`src/rtl/icf3z_io_pkg.sv`:
```
// icf3z_io_pkg: register map, bit indices and transmit FSM states for the icf3z UART
package icf3z_io_pkg;
  localparam logic [1:0] UART_DATA = 2'd0;
  localparam logic [1:0] UART_DIVL = 2'd1;
  localparam logic [1:0] UART_DIVH = 2'd2;
  localparam logic [1:0] UART_CTRL = 2'd3;
  localparam int ST_EMPTY = 0;
  localparam int ST_FULL  = 1;
  localparam int ST_BUSY  = 2;
  localparam int ST_OVF   = 3;
  localparam int CT_EN  = 0;
  localparam int CT_IE  = 1;
  localparam int CT_CLR = 3;
  typedef enum logic [1:0] {IDLE, START, DATA, STOP} tx_state_t;
endpackage

```
`src/rtl/icf3z_sync_fifo.sv`:
```
// icf3z_sync_fifo: show-ahead synchronous FIFO; read-first so push+pop while full is legal
module icf3z_sync_fifo #(
  parameter int AW = 4,
  parameter int DW = 8
) (
  input  logic          clk,
  input  logic          rst_n,
  input  logic          push,
  input  logic          pop,
  input  logic [DW-1:0] din,
  output logic [DW-1:0] dout,
  output logic          empty,
  output logic          full
);
  logic [DW-1:0] r_mem [2**AW];
  logic [AW-1:0] r_wp, r_rp;
  logic [AW:0]   r_cnt;
  logic          w_push, w_pop;
  assign w_pop  = pop & ~empty;
  assign w_push = push & (~full | w_pop);
  assign empty  = r_cnt == '0;
  assign full   = r_cnt == (AW+1)'(2**AW);
  assign dout   = r_mem[r_rp];
  always_ff @(posedge clk)
    if (w_push) r_mem[r_wp] <= din;
  always_ff @(posedge clk or negedge rst_n)
    if (!rst_n) begin
      r_wp  <= '0;
      r_rp  <= '0;
      r_cnt <= '0;
    end else begin
      r_wp  <= w_push ? r_wp + AW'(1) : r_wp;
      r_rp  <= w_pop ? r_rp + AW'(1) : r_rp;
      r_cnt <= r_cnt + (AW+1)'(w_push) - (AW+1)'(w_pop);
    end
endmodule

```
`src/rtl/icf3z_uart_tx.sv`:
```
// icf3z_uart_tx: port-mapped 8N1 UART transmitter with 16-deep FIFO, status readback
// and level interrupt for the icf3z core I/O bus.
module icf3z_uart_tx
  import icf3z_io_pkg::*;
#(
  parameter logic [7:0] BASE_ADDR = 8'h10,
  parameter int         FIFO_AW   = 4,
  parameter int         DIV_W     = 16
) (
  input  logic       CLK,
  input  logic       xRESET_N,
  input  logic [7:0] PORTID,
  input  logic [7:0] OUTPORT,
  input  logic       WSTROBE,
  input  logic       RSTROBE,
  output logic [7:0] INDATA,
  output logic       RDSEL,
  output logic       TXD,
  output logic       INT_P
);
  logic [7:0]       w_off, w_status, w_dout, r_sh;
  logic [1:0]       w_reg;
  logic             w_wr, w_push, w_pop, w_clr, w_set, w_empty, w_full, w_busy, w_tick, w_go;
  logic             r_en, r_ie, r_ovf, r_txd;
  logic [DIV_W-1:0] r_div, r_cnt;
  logic [2:0]       r_bit;
  tx_state_t        r_state, w_next;

  assign w_off  = PORTID - BASE_ADDR;
  assign w_reg  = w_off[1:0];
  assign RDSEL  = w_off < 8'd4;
  assign w_wr   = WSTROBE & RDSEL;
  assign w_push = w_wr && w_reg == UART_DATA;
  assign w_clr  = (RSTROBE && RDSEL && w_reg == UART_DATA) ||
                  (w_wr && w_reg == UART_CTRL && OUTPORT[CT_CLR]);
  assign w_set  = w_push & w_full & ~w_pop;
  assign w_busy = r_state != IDLE;
  assign w_tick = r_cnt == '0;
  assign w_go   = r_en & ~w_empty;
  assign TXD    = r_txd;
  assign INT_P  = r_ie & w_empty & ~w_busy;

  always_comb begin
    w_status           = '0;
    w_status[ST_EMPTY] = w_empty;
    w_status[ST_FULL]  = w_full;
    w_status[ST_BUSY]  = w_busy;
    w_status[ST_OVF]   = r_ovf;
  end

  assign INDATA = !RDSEL              ? 8'h00 :
                  w_reg == UART_DATA ? w_status :
                  w_reg == UART_DIVL ? r_div[7:0] :
                  w_reg == UART_DIVH ? r_div[15:8] : {6'b0, r_ie, r_en};

  icf3z_sync_fifo #(.AW(FIFO_AW), .DW(8)) u_fifo (
    .clk  (CLK),
    .rst_n(xRESET_N),
    .push (w_push),
    .pop  (w_pop),
    .din  (OUTPORT),
    .dout (w_dout),
    .empty(w_empty),
    .full (w_full)
  );

  always_ff @(posedge CLK or negedge xRESET_N)
    if (!xRESET_N) begin
      r_div <= '0;
      r_en  <= 1'b0;
      r_ie  <= 1'b0;
      r_ovf <= 1'b0;
    end else begin
      if (w_wr && w_reg == UART_DIVL) r_div[7:0] <= OUTPORT;
      if (w_wr && w_reg == UART_DIVH) r_div[15:8] <= OUTPORT;
      if (w_wr && w_reg == UART_CTRL) begin
        r_en <= OUTPORT[CT_EN];
        r_ie <= OUTPORT[CT_IE];
      end
      r_ovf <= w_set | (r_ovf & ~w_clr);
    end

  // Pops are issued only from IDLE or at the end of a stop bit, which gives back-to-back frames.
  always_comb begin
    w_next = r_state;
    w_pop  = 1'b0;
    case (r_state)
      IDLE:  if (w_go) begin w_next = START; w_pop = 1'b1; end
      START: if (w_tick) w_next = DATA;
      DATA:  if (w_tick && r_bit == 3'd7) w_next = STOP;
      STOP:  if (w_tick) begin w_next = w_go ? START : IDLE; w_pop = w_go; end
      default: w_next = IDLE;
    endcase
  end

  always_ff @(posedge CLK or negedge xRESET_N)
    if (!xRESET_N) begin
      r_state <= IDLE;
      r_txd   <= 1'b1;
      r_cnt   <= '0;
      r_bit   <= '0;
      r_sh    <= '0;
    end else begin
      r_state <= w_next;
      r_cnt   <= (r_state == IDLE || w_tick) ? r_div : r_cnt - DIV_W'(1);
      if (w_pop) begin
        r_sh  <= w_dout;
        r_txd <= 1'b0;
      end else if (w_tick && r_state == START) begin
        r_txd <= r_sh[0];
        r_sh  <= r_sh >> 1;
        r_bit <= '0;
      end else if (w_tick && r_state == DATA) begin
        r_txd <= r_bit == 3'd7 ? 1'b1 : r_sh[0];
        r_sh  <= r_sh >> 1;
        r_bit <= r_bit + 3'd1;
      end
    end
endmodule

```
`config.mk`:
```
export PLATFORM = sky130hd
export DESIGN_NAME = icf3z_uart_tx
export DESIGN_NICKNAME = d
export VERILOG_FILES = /design/src/rtl/icf3z_io_pkg.sv /design/src/rtl/icf3z_sync_fifo.sv /design/src/rtl/icf3z_uart_tx.sv
export SDC_FILE = /design/constraint.sdc
export NUM_CORES = 1
export LEC_CHECK = 0
export ABC_AREA = 1
export BUFFER_PORTS_ARGS = -buffer_cell sky130_fd_sc_hd__buf_2
export CORE_AREA = 2 2 121 123
export DETAILED_ROUTE_END_ITERATION = 10
export DIE_AREA = 0 0 123 125
export PLACE_DENSITY = 0.86
export SETUP_SLACK_MARGIN = 0.05
export SKIP_LAST_GASP = 1
export SLEW_MARGIN = 20
export SYNTH_ARGS = -nofsm -noshare
export SYNTH_HDL_FRONTEND = slang
export SYNTH_HIERARCHICAL = 1
export SYNTH_SLANG_ARGS = --single-unit
```
`constraint.sdc`:
```
create_clock -name CLK -period 6.7 [get_ports CLK]
set_clock_uncertainty 0.1 [all_clocks]
set_input_delay 0 -clock CLK [delete_from_list [all_inputs] [get_ports CLK]]
set_output_delay 0 -clock CLK [all_outputs]
set_load 0.01 [all_outputs]
```
==> results.toml <==
[outcome]
status = "finished clean"

[worst_setup_path]
reg2regPathDepth = 13
path_max_fanout = 21
worstSetupEndpointType = "register"
reg2reg_slack_ns = 3.11
worstSetupStartpointType = "register"
cp.required_ns = 6.67
criticalPathCategory = "reg -> reg"
crit_arrival_ns = 3.55
rr_endpoint = "u_fifo/r_mem[12][4]$_DFFE_PP_"
r2r_start = "u_fifo/r_cnt[2]$_DFF_PN0_"

[drt]
ant_nets = 0
dr.pass1.iters = 6
viasPerCell = 5.605
routed_wl_um = 20190
wl_per_cell_um = 16.74
vias = 6760
drc_errors = 0
drtIter0Drc = 719

[die]
coreArea_um2 = 14200
start_util_pct = 64.14
die_x_um = 123
die_h_um = 125
io_pins = 31
die_area_um2 = 15380
rows = 44

[cells_and_area]
regArea_um2 = 5398
fillCellCount = 981
multi_input_area_um2 = 3097
drive_above_1_share_pct = 10.86
area_delta_synth_final_pct = 10.15
final_common_cell = "nand2_1"
final_area_um2 = 10030
final_cell_mix = "nand2_1, edfxtp_1, inv_1, nor2_1, nand3_1"
fin_nets = 1048
diodes = 0

[timing]
fin_tns_setup_ns = 0
slew-limit-headroom_pct = 38.85
rsz0062_at_grt = "false"
slew_violations = 0
timing.fmax_mhz = 278.9
fin_crit_ns = 3.586
finalSetupViolCount = 0
tightest_slew_ns = 0.9150
hold_viol_final = 0
fin_crit_sh_pct = 53.52

[grt]
grt_first_pass_wirelength_um = 31330
grt_max_degree = 82
grt_usage_pct = 27.07
grt_overflow = 0
antenna_found_initial = 0
grt_pass1_vias = 6241

[synth]
ys_warn_count = 6
synth_ff_type = "edfxtp_1"
synthArstFlopShare_pct = 32.63
synth_area_um2 = 9110
avgSynthCellArea_um2 = 9.363
ys_seq_elements = 190
synth.yosys.seq_area_share_pct = 59.24
syn-num-nets = 1012
yosysUniqueCellTypes = 34
syn_inst = 973
synth_edf_count = 128

[cts]
cts.htree.levels = 4
numCtsBuffers = 17
clockBufferDepth = 2
insertion_delay_ns = 0.44
root_buffer = "clkbuf_16"
clock_sinks = 190
cts_setup_buffers = 0
path_clk_slew_ns = 0.07
cts_tree = "done"

[hold_path]
hold_path_end = "u_fifo/r_wp[0]$_DFFE_PN0P_"
worstHoldPathType = "in -> reg"
hold_depth = 5
holdCritStartpoint = "WSTROBE"

[job]
maxCapViolations = 0

[pwr]
p_leak_nw = 4.424
ir_drop_mv = 0.2409
power.density_nw_per_um2 = 333.7

[placement]
hpwl_um = 12890
port_buffers = 30
place_area_um2 = 9310
gp_congestion = 0.9620
-- worst max-delay path: stages, from the launching register on --
cell,delay [ns]
dfrtp_1,0.36
inv_1,0.06
ha_1,0.21
nand4_1,0.12
inv_1,0.06
inv_1,0.08
nand2_1,0.07
nor2_1,0.21
nand3_4,0.12
a21oi_4,0.26
inv_1,0.11
nand2_2,0.12
nand2_1,0.54
nor2_1,0.78
-- cell families (layout without fill, tap and decap cells) --
kind of cell | Yosys count | after routing | share of synthesized area (%)
fa+ha+maj | 19 | 19 | 2.692
buf+inv | 142 | 191 | 6.771
simple gates | 547 | 547 | 25.96
flops | 190 | 190 | 59.24
xor+xnor | 22 | 22 | 2.115
compound gates | 53 | 53 | 3.228
-- how the worst max path moves through the flow --
stage                                    end  cells past startpoint  slack [ns]                      start
6_report       u_fifo/r_mem[12][4]$_DFFE_PP_                     13        3.11  u_fifo/r_cnt[2]$_DFF_PN0_
5_1_grt         u_fifo/r_mem[0][0]$_DFFE_PP_                     13        2.87  u_fifo/r_cnt[3]$_DFF_PN0_
4_1_cts         u_fifo/r_mem[0][0]$_DFFE_PP_                     13        3.15  u_fifo/r_cnt[3]$_DFF_PN0_
3_5_place_dp    u_fifo/r_mem[0][0]$_DFFE_PP_                     13        3.19  u_fifo/r_cnt[2]$_DFF_PN0_
3_3_place_gp   u_fifo/r_mem[13][1]$_DFFE_PP_                     13        3.31  u_fifo/r_cnt[3]$_DFF_PN0_
2_1_floorplan      u_fifo/r_cnt[4]$_DFF_PN0_                     18        3.82  u_fifo/r_cnt[2]$_DFF_PN0_
-- power breakdown --
part / switching, W / leakage [nW] / internal, W
logic: 0.000650 / 2.17 / 0.000294
registers: 0.0000772 / 1.97 / 0.00135
clock network: 0.000453 / 0.281 / 0.000524
-- Yosys cell counts (4+ instances only) --
library cell	number	area (um^2)
nand2_1	331	1242
edfxtp_1	128	3844
inv_1	104	390.4
nor2_1	89	334.1
nand3_1	79	395.4
dfrtp_1	61	1526
o21ai_0	25	125.1
ha_1	18	225.2
xor2_1	16	140.1
buf_2	15	75.07
o21ai_1	12	60.06
nand2_2	11	68.82
nand3_2	10	100.1
a21oi_1	9	45.04
inv_2	8	30.03
nor2_2	8	50.05
buf_4	7	52.55
nand4_1	6	37.54
xnor2_1	6	52.55
nor2_4	5	56.30
nor3_1	4	20.02
o211ai_1	4	30.03
-- routing by layer --
layer / track usage (%) / share of wire [%] / up-vias
li1: - / - / 3184
met1: 35.67 / 40 / 3131
met2: 44.20 / 48 / 381
met3: 5.109 / 8.5 / 64
met4: 11.43 / 3.4 / 0
met5: 0 / 0 / -
-- stage by stage --
step | worst slack, ns | hold slack (ns) | std cells | utilization, % | total power, W
floorplan | 3.818 | -0.3956 | 973 | - | 0.002159
global placement | 3.314 | 0.1078 | 1159 | 65.55 | 0.002324
detailed placement | 3.187 | 0.1128 | 1159 | 65.55 | 0.002357
CTS | 3.151 | 0.04287 | 1206 | 70.65 | 0.003334
global route | 2.874 | 0.1002 | 1206 | 70.65 | 0.003503
finish | 3.114 | 0.05964 | 1206 | 70.65 | 0.003349
-- flip-flops by register name, summed over array words and instances (netlist names) --
register,count
TXD,1
r_bit,3
r_cnt,16
r_div,16
r_en,1
r_ie,1
r_ovf,1
r_sh,8
r_state,2
u_fifo/r_cnt,5
u_fifo/r_mem,128
u_fifo/r_rp,4
u_fifo/r_wp,4
-- layout make-up --
type,instances,area share [%]
Clock buffer,17,4.239
Multi-Input combinational cell,641,30.86
Clock inverter,15,1.484
Inverter,112,4.190
Sequential cell,190,53.79
Timing Repair Buffer,47,3.142
Tap cell,184,2.294
-- timing repair --
action	CTS	global route
hold buffers	15	0
hold endpoints to repair	202	0
resized for setup	0	0
Note: power is estimated with default switching activity, not from simulation.
